## src/rtl/mitchell_pkg.sv

```systemverilog
// Shared widths and stage payload for the Mitchell log-multiplier scheduler.
// Operand, mantissa and requester sizes are fixed here for the whole slice.
package mitchell_pkg;

    localparam int N        = 8;
    localparam int LOG_N    = 3;
    localparam int K        = 5;
    localparam int NREQ     = 2;
    localparam int LOG_NREQ = 1;

    localparam int CHAR_W  = LOG_N + 1;
    localparam int LOG_W   = LOG_N + K + 1;
    localparam int Z_W     = 2 * N;
    // Room for {1,mant} shifted by the largest characteristic a CHAR_W field can hold.
    localparam int SHIFT_W = K + (1 << CHAR_W);

    typedef struct packed {
        logic                valid;
        logic [LOG_NREQ-1:0] id;
        logic                zero;
        logic [LOG_W-1:0]    logVal;
    } stage_t;

endpackage

```

## src/rtl/mitchell_encoder_k.sv

```systemverilog
// Mitchell log encoder: leading-one position plus the K truncated bits below it.
// Purely combinational; a zero operand yields charac=0, mant=0 and is flagged upstream.
module mitchell_encoder_k
    import mitchell_pkg::*;
(
    input  logic [N-1:0]     operand,
    output logic [LOG_N-1:0] charac,
    output logic [K-1:0]     mant
);

    always_comb begin
        charac = '0;
        for (int i = 0; i < N; i++) begin
            if (operand[i]) charac = LOG_N'(i);
        end
    end

    // Move the leading one to bit N-1, then keep the K bits right beneath it.
    assign mant = K'((operand << (LOG_N'(N - 1) - charac)) >> (N - 1 - K));

endmodule

```

## src/rtl/mitchell_mult_scheduler.sv

```systemverilog
// Round-robin scheduler feeding one 3-stage Mitchell multiplier (encode, add, decode).
// The whole pipeline freezes while a presented result is not taken.
module mitchell_mult_scheduler
    import mitchell_pkg::*;
(
    input  logic                clk,
    input  logic                rst_n,
    input  logic [NREQ-1:0]     req_valid,
    output logic [NREQ-1:0]     req_ready,
    input  logic [NREQ*N-1:0]   req_a,
    input  logic [NREQ*N-1:0]   req_b,
    output logic                res_valid,
    input  logic                res_ready,
    output logic [Z_W-1:0]      res_z,
    output logic [LOG_NREQ-1:0] res_id
);

    // Handshake: a request transfers when req_valid[i] && req_ready[i] at a rising edge;
    // a requester holds valid and operands until then. res_valid, res_z, res_id stay
    // stable until res_valid && res_ready, which is when the result is consumed.

    logic [1:0]          syncFf;
    logic                rstDone;
    logic                stall;
    logic                accept;
    logic                found;
    logic [LOG_NREQ-1:0] ptr;
    logic [LOG_NREQ-1:0] scanIdx;
    logic [LOG_NREQ-1:0] grantIdx;
    logic [NREQ-1:0]     grantVec;
    logic [N-1:0]        opA;
    logic [N-1:0]        opB;
    logic [LOG_N-1:0]    charA;
    logic [LOG_N-1:0]    charB;
    logic [K-1:0]        mantA;
    logic [K-1:0]        mantB;
    stage_t              s1;
    logic [LOG_W-1:0]    s1LogB;
    stage_t              s2;
    logic [CHAR_W-1:0]   decChar;
    logic [SHIFT_W-1:0]  shifted;
    logic [Z_W-1:0]      decZ;

    // Release is synchronised so no request is taken on a partial reset edge.
    always_ff @(posedge clk or negedge rst_n) begin
        if (!rst_n) syncFf <= '0;
        else        syncFf <= {syncFf[0], 1'b1};
    end

    assign rstDone = syncFf[1];
    assign stall   = res_valid && !res_ready;

    always_comb begin
        found    = 1'b0;
        grantIdx = ptr;
        scanIdx  = '0;
        for (int off = 0; off < NREQ; off++) begin
            scanIdx = ptr + LOG_NREQ'(off);
            if (!found && req_valid[scanIdx]) begin
                found    = 1'b1;
                grantIdx = scanIdx;
            end
        end
    end

    assign grantVec  = found ? (NREQ'(1) << grantIdx) : '0;
    assign accept    = found && rstDone && !stall;
    assign req_ready = accept ? grantVec : '0;

    always_ff @(posedge clk or negedge rst_n) begin
        if (!rst_n)      ptr <= '0;
        else if (accept) ptr <= grantIdx + LOG_NREQ'(1);
    end

    assign opA = req_a[grantIdx*N +: N];
    assign opB = req_b[grantIdx*N +: N];

    mitchell_encoder_k encA (.operand(opA), .charac(charA), .mant(mantA));
    mitchell_encoder_k encB (.operand(opB), .charac(charB), .mant(mantB));

    always_ff @(posedge clk or negedge rst_n) begin
        if (!rst_n) begin
            s1     <= '0;
            s1LogB <= '0;
        end else if (!stall) begin
            s1.valid <= accept;
            if (accept) begin
                s1.id     <= grantIdx;
                s1.zero   <= (opA == '0) || (opB == '0);
                s1.logVal <= {1'b0, charA, mantA};
                s1LogB    <= {1'b0, charB, mantB};
            end
        end
    end

    always_ff @(posedge clk or negedge rst_n) begin
        if (!rst_n) begin
            s2 <= '0;
        end else if (!stall) begin
            s2.valid  <= s1.valid;
            s2.id     <= s1.id;
            s2.zero   <= s1.zero;
            s2.logVal <= s1.logVal + s1LogB;
        end
    end

    // Antilog: {1,mant} scaled by 2^(charac-K); low bits fall off for small characteristics.
    assign decChar = s2.logVal[LOG_W-1:K];
    assign shifted = {{(SHIFT_W-K-1){1'b0}}, 1'b1, s2.logVal[K-1:0]} << decChar;
    assign decZ    = s2.zero ? '0 : Z_W'(shifted >> K);

    always_ff @(posedge clk or negedge rst_n) begin
        if (!rst_n) begin
            res_valid <= 1'b0;
            res_z     <= '0;
            res_id    <= '0;
        end else if (!stall) begin
            res_valid <= s2.valid;
            res_z     <= decZ;
            res_id    <= s2.id;
        end
    end

endmodule

```

## config.mk

```make
export PLATFORM = sky130hd
export DESIGN_NAME = mitchell_mult_scheduler
export DESIGN_NICKNAME = d
export VERILOG_FILES = /design/src/rtl/mitchell_pkg.sv /design/src/rtl/mitchell_encoder_k.sv /design/src/rtl/mitchell_mult_scheduler.sv
export SDC_FILE = /design/constraint.sdc
export NUM_CORES = 1
export LEC_CHECK = 0
export BUFFER_PORTS_ARGS = -buffer_cell sky130_fd_sc_hd__buf_4
export CAP_MARGIN = 15
export CORE_MARGIN = 10
export CORE_UTILIZATION = 40
export DETAILED_ROUTE_END_ITERATION = 16
export GPL_TIMING_DRIVEN = 0
export PLACE_DENSITY = 0.58
export SYNTH_ARGS = -nofsm -noshare
export SYNTH_HDL_FRONTEND = slang
export SYNTH_SLANG_ARGS = --single-unit
```

## constraint.sdc

```tcl
create_clock -name clk -period 2.67 [get_ports clk]
set_input_delay 0.534 -clock clk [delete_from_list [all_inputs] [get_ports clk]]
set_output_delay 0.534 -clock clk [all_outputs]
set_load 0.05 [all_outputs]
```

==> flow_metrics.tcl <==
set metrics [dict create \
    path_clk_slew_ns 0.09 \
    slew_headroom_pct 56.6 \
    reg2regPathDepth 7 \
    cts_inserted_buffers 5 \
    tightest_slew_ns 0.651 \
    io_buffers 56 \
    die_x_um 114 \
    antenna_cells 0 \
    tns_ns 0 \
    clock_path_buffers 2 \
    status "finished, final reports clean" \
    cap_violations 0 \
    multiInputGateArea_mm2 0.00211 \
    placed_cell_area_mm2 0.00409 \
    cp_slowest_cell "buf_2" \
    die_h_um 114 \
    critPathLaunchType "input port" \
    rsz0062_at_grt "no" \
    max_stage_delay_ns 0.29 \
    grt_pass1_vias 3263 \
    htreeDepth 2 \
    critPathArrivalTime_ns 2.02 \
    drtAntennaViolNets 0 \
    ys_warn_count 0 \
    wl_per_cell_um 16.6 \
    fin_crit_ns 2.55 \
    synth_area_leader_cell "dfrtp_1" \
    power-per-cell-area_mw_per_mm2 1020 \
    finalNetCount 514 \
    r2r_start "ptr$_DFFE_PN0P_" \
    vdd.ir_drop.worst_mv 0.341 \
    fin_worst_hold_slack_ns 0.262 \
    cts_sinks 52 \
    dominantRegCellSynth "dfrtp_1" \
    critPathMaxFanout 10 \
    synth_top_area_share_pct 36.8 \
    fp.coreArea_mm2 0.00868 \
    syn_area_mm2 0.00353 \
    viasPerCell 5.64 \
    holdCritPathClass "input port to async pin" \
    dpl_worst_slack_ns -0.421 \
    fillers 859 \
    drcViolationCount 0 \
    insertion_delay_ns 0.29 \
    leakagePower_nw 1.81 \
    synthCells 406 \
    grt_usage_pct 14.6 \
    dp.cells 570 \
    syn_nets 452 \
    design_area_mm2 0.00419 \
    worst_setup_path_end_kind "output port" \
    cts_root_buffer "clkbuf_8" \
    routed-via-count 3255 \
    r2r_slack_ns 0.29 \
    syn_avg_cell_area_um2 8.71 \
    die-area_mm2 0.0130 \
    first_pass_iters 4 \
    synth_cell_types 74 \
    regArea_mm2 0.00130 \
    postCtsSetupBuffers 0 \
    synth-seq-cells 52 \
    num_rows 34 \
    overflow 0 \
    r2r-end "s1[2]$_DFFE_PN0P_" \
    crit_top_cell "buf_4" \
    grt_pass1_wl_um 16000 \
    drive_above_1_share_pct 22.8 \
    areaGrowthSynthToFinish_pct 18.4 \
    start_util_pct 40.7 \
    dp_hpwl_um 7700 \
    cts_tree "yes" \
    wirelength_um 9550 \
    finClkSkew_ns 0.00641 \
    fin_cells 577 \
    finalPower_mw 4.26 \
    critPathKind "input port to output port" \
    yosys-top-cells-area "dfrtp_1, nand2_1, o21ai_0" \
    ys_seq_area_share_pct 36.8 \
    grt_max_degree 53 \
    final_util_pct 48.2 \
    io_pins 57 \
    place_congestion 0.852 \
    crit_required_ns 2.14 \
    fin_crit_sh_pct 95.5 \
    antenna_found_initial 0 \
    path_cells "buf_4 > o21ai_0 > nand2b_2 > clkbuf_2 > buf_2 > nor2_2 > buf_4" \
    setup_ws_ns 0.120 \
    synth_edf_count 0 \
    drtIter0Drc 155 \
    synthArstFlopShare_pct 100 \
    maxSlewViolCount 0 \
    hold_viol 0 \
    finalSetupViolCount 0 \
    clock.fmax_mhz 392 \
]
cell usage in the layout (no fill, tap or decap), types with 3 or more instances in the layout:
master     instances
nand2_1           57
buf_4             57
dfrtp_1           52
nor2_1            34
o21ai_0           31
a21oi_1           28
clkbuf_1          13
nand3_1           13
inv_1              9
nor3_1             8
a21o_1             8
o211ai_1           8
ha_1               8
o22ai_1            7
mux2i_1            7
buf_2              6
a211oi_1           6
clkbuf_8           6
a221o_1            5
o31ai_1            5
or3_4              4
o2111ai_1          4
o221ai_1           4
nor4_1             4
a21oi_2            3
or2_2              3
or2_0              3
nor3_2             3
a211o_1            3
nor2b_1            3
a31oi_1            3
nor3b_1            3
flip-flops by register name (all words and copies together), names as in the netlist:
register / cells
s1: 11
syncFf: 2
s1LogB: 8
res_z: 16
decChar: 4
s2: 8
ptr: 1
res_id: 1
res_valid: 1
critical path: cells and delay by family:
family                 cells  cell delay, ns
buffers and inverters      4            0.87
AO/OA/AOI/OAI              1            0.26
AND/OR/NAND/NOR            2            0.34
layer usage:
| metal | track usage [%] | vias up | share of wire, % |
|---|---|---|---|
| met4 | 6.18 | 0 | 3.1 |
| met2 | 23.9 | 112 | 46 |
| met5 | 0 | - | 0 |
| met3 | 2.89 | 18 | 5.5 |
| met1 | 18.4 | 1489 | 46 |
| li1 | - | 1636 | - |
Yosys cell counts (all sizes together) (5+ instances only):
cell and count:
o22ai 7, o31ai 5, clkbuf 14, nand2 58
nand3 13, o21ai 32, or2 6, a211oi 6
or3 5, a21o 8, inv 9, dfrtp 52
a21oi 31, a221o 5, mux2i 7, and2 5
nor3 12, buf 8, ha 8, nor2 36
o211ai 8
power by group:
part | switching, mW | total (mW) | internal [mW]
logic | 1.58 | 2.50 | 0.920
clock network | 0.240 | 0.452 | 0.212
registers | 0.220 | 1.31 | 1.09
logic make-up after synthesis:
group / count (synthesis) / share of synthesized area (%)
muxes: 9 / 2.62
xor gates and xnor gates: 3 / 0.743
and+or+nand+nor: 156 / 22.1
adders and majority gates: 9 / 3.40
DFF: 52 / 36.8
AOI/OAI and AO/OA: 145 / 30.5
buffers and inverters: 31 / 3.79
other: 1 / 0.106
worst max path at each step:
stage | startpoint | end | slack, ns | cells after the start
floorplan | res_valid$_DFFE_PN0N_ | req_ready[0] | 0.07 | 5
global placement | res_ready | req_ready[1] | -0.41 | 8
detailed placement | res_ready | req_ready[1] | -0.42 | 8
CTS | req_valid[1] | req_ready[1] | 0.08 | 7
global route | req_valid[1] | req_ready[1] | 0.01 | 7
finish | req_valid[1] | req_ready[1] | 0.12 | 7
timing repair:
action	4_1_cts	5_1_grt
cloned	0	0
hold buffers	0	0
endpoints found under the setup margin	2	1
resized for setup	4	1
area by class of cell:
class	count	share of cell area (%)
buffer	21	2.36
clock buffer	8	2.15
inverter	9	0.807
multi-input combinational	323	50.3
sequential	52	31.1
tap	108	3.23
timing repair buffer	56	10.0
Power figures use the tool's default switching activity.
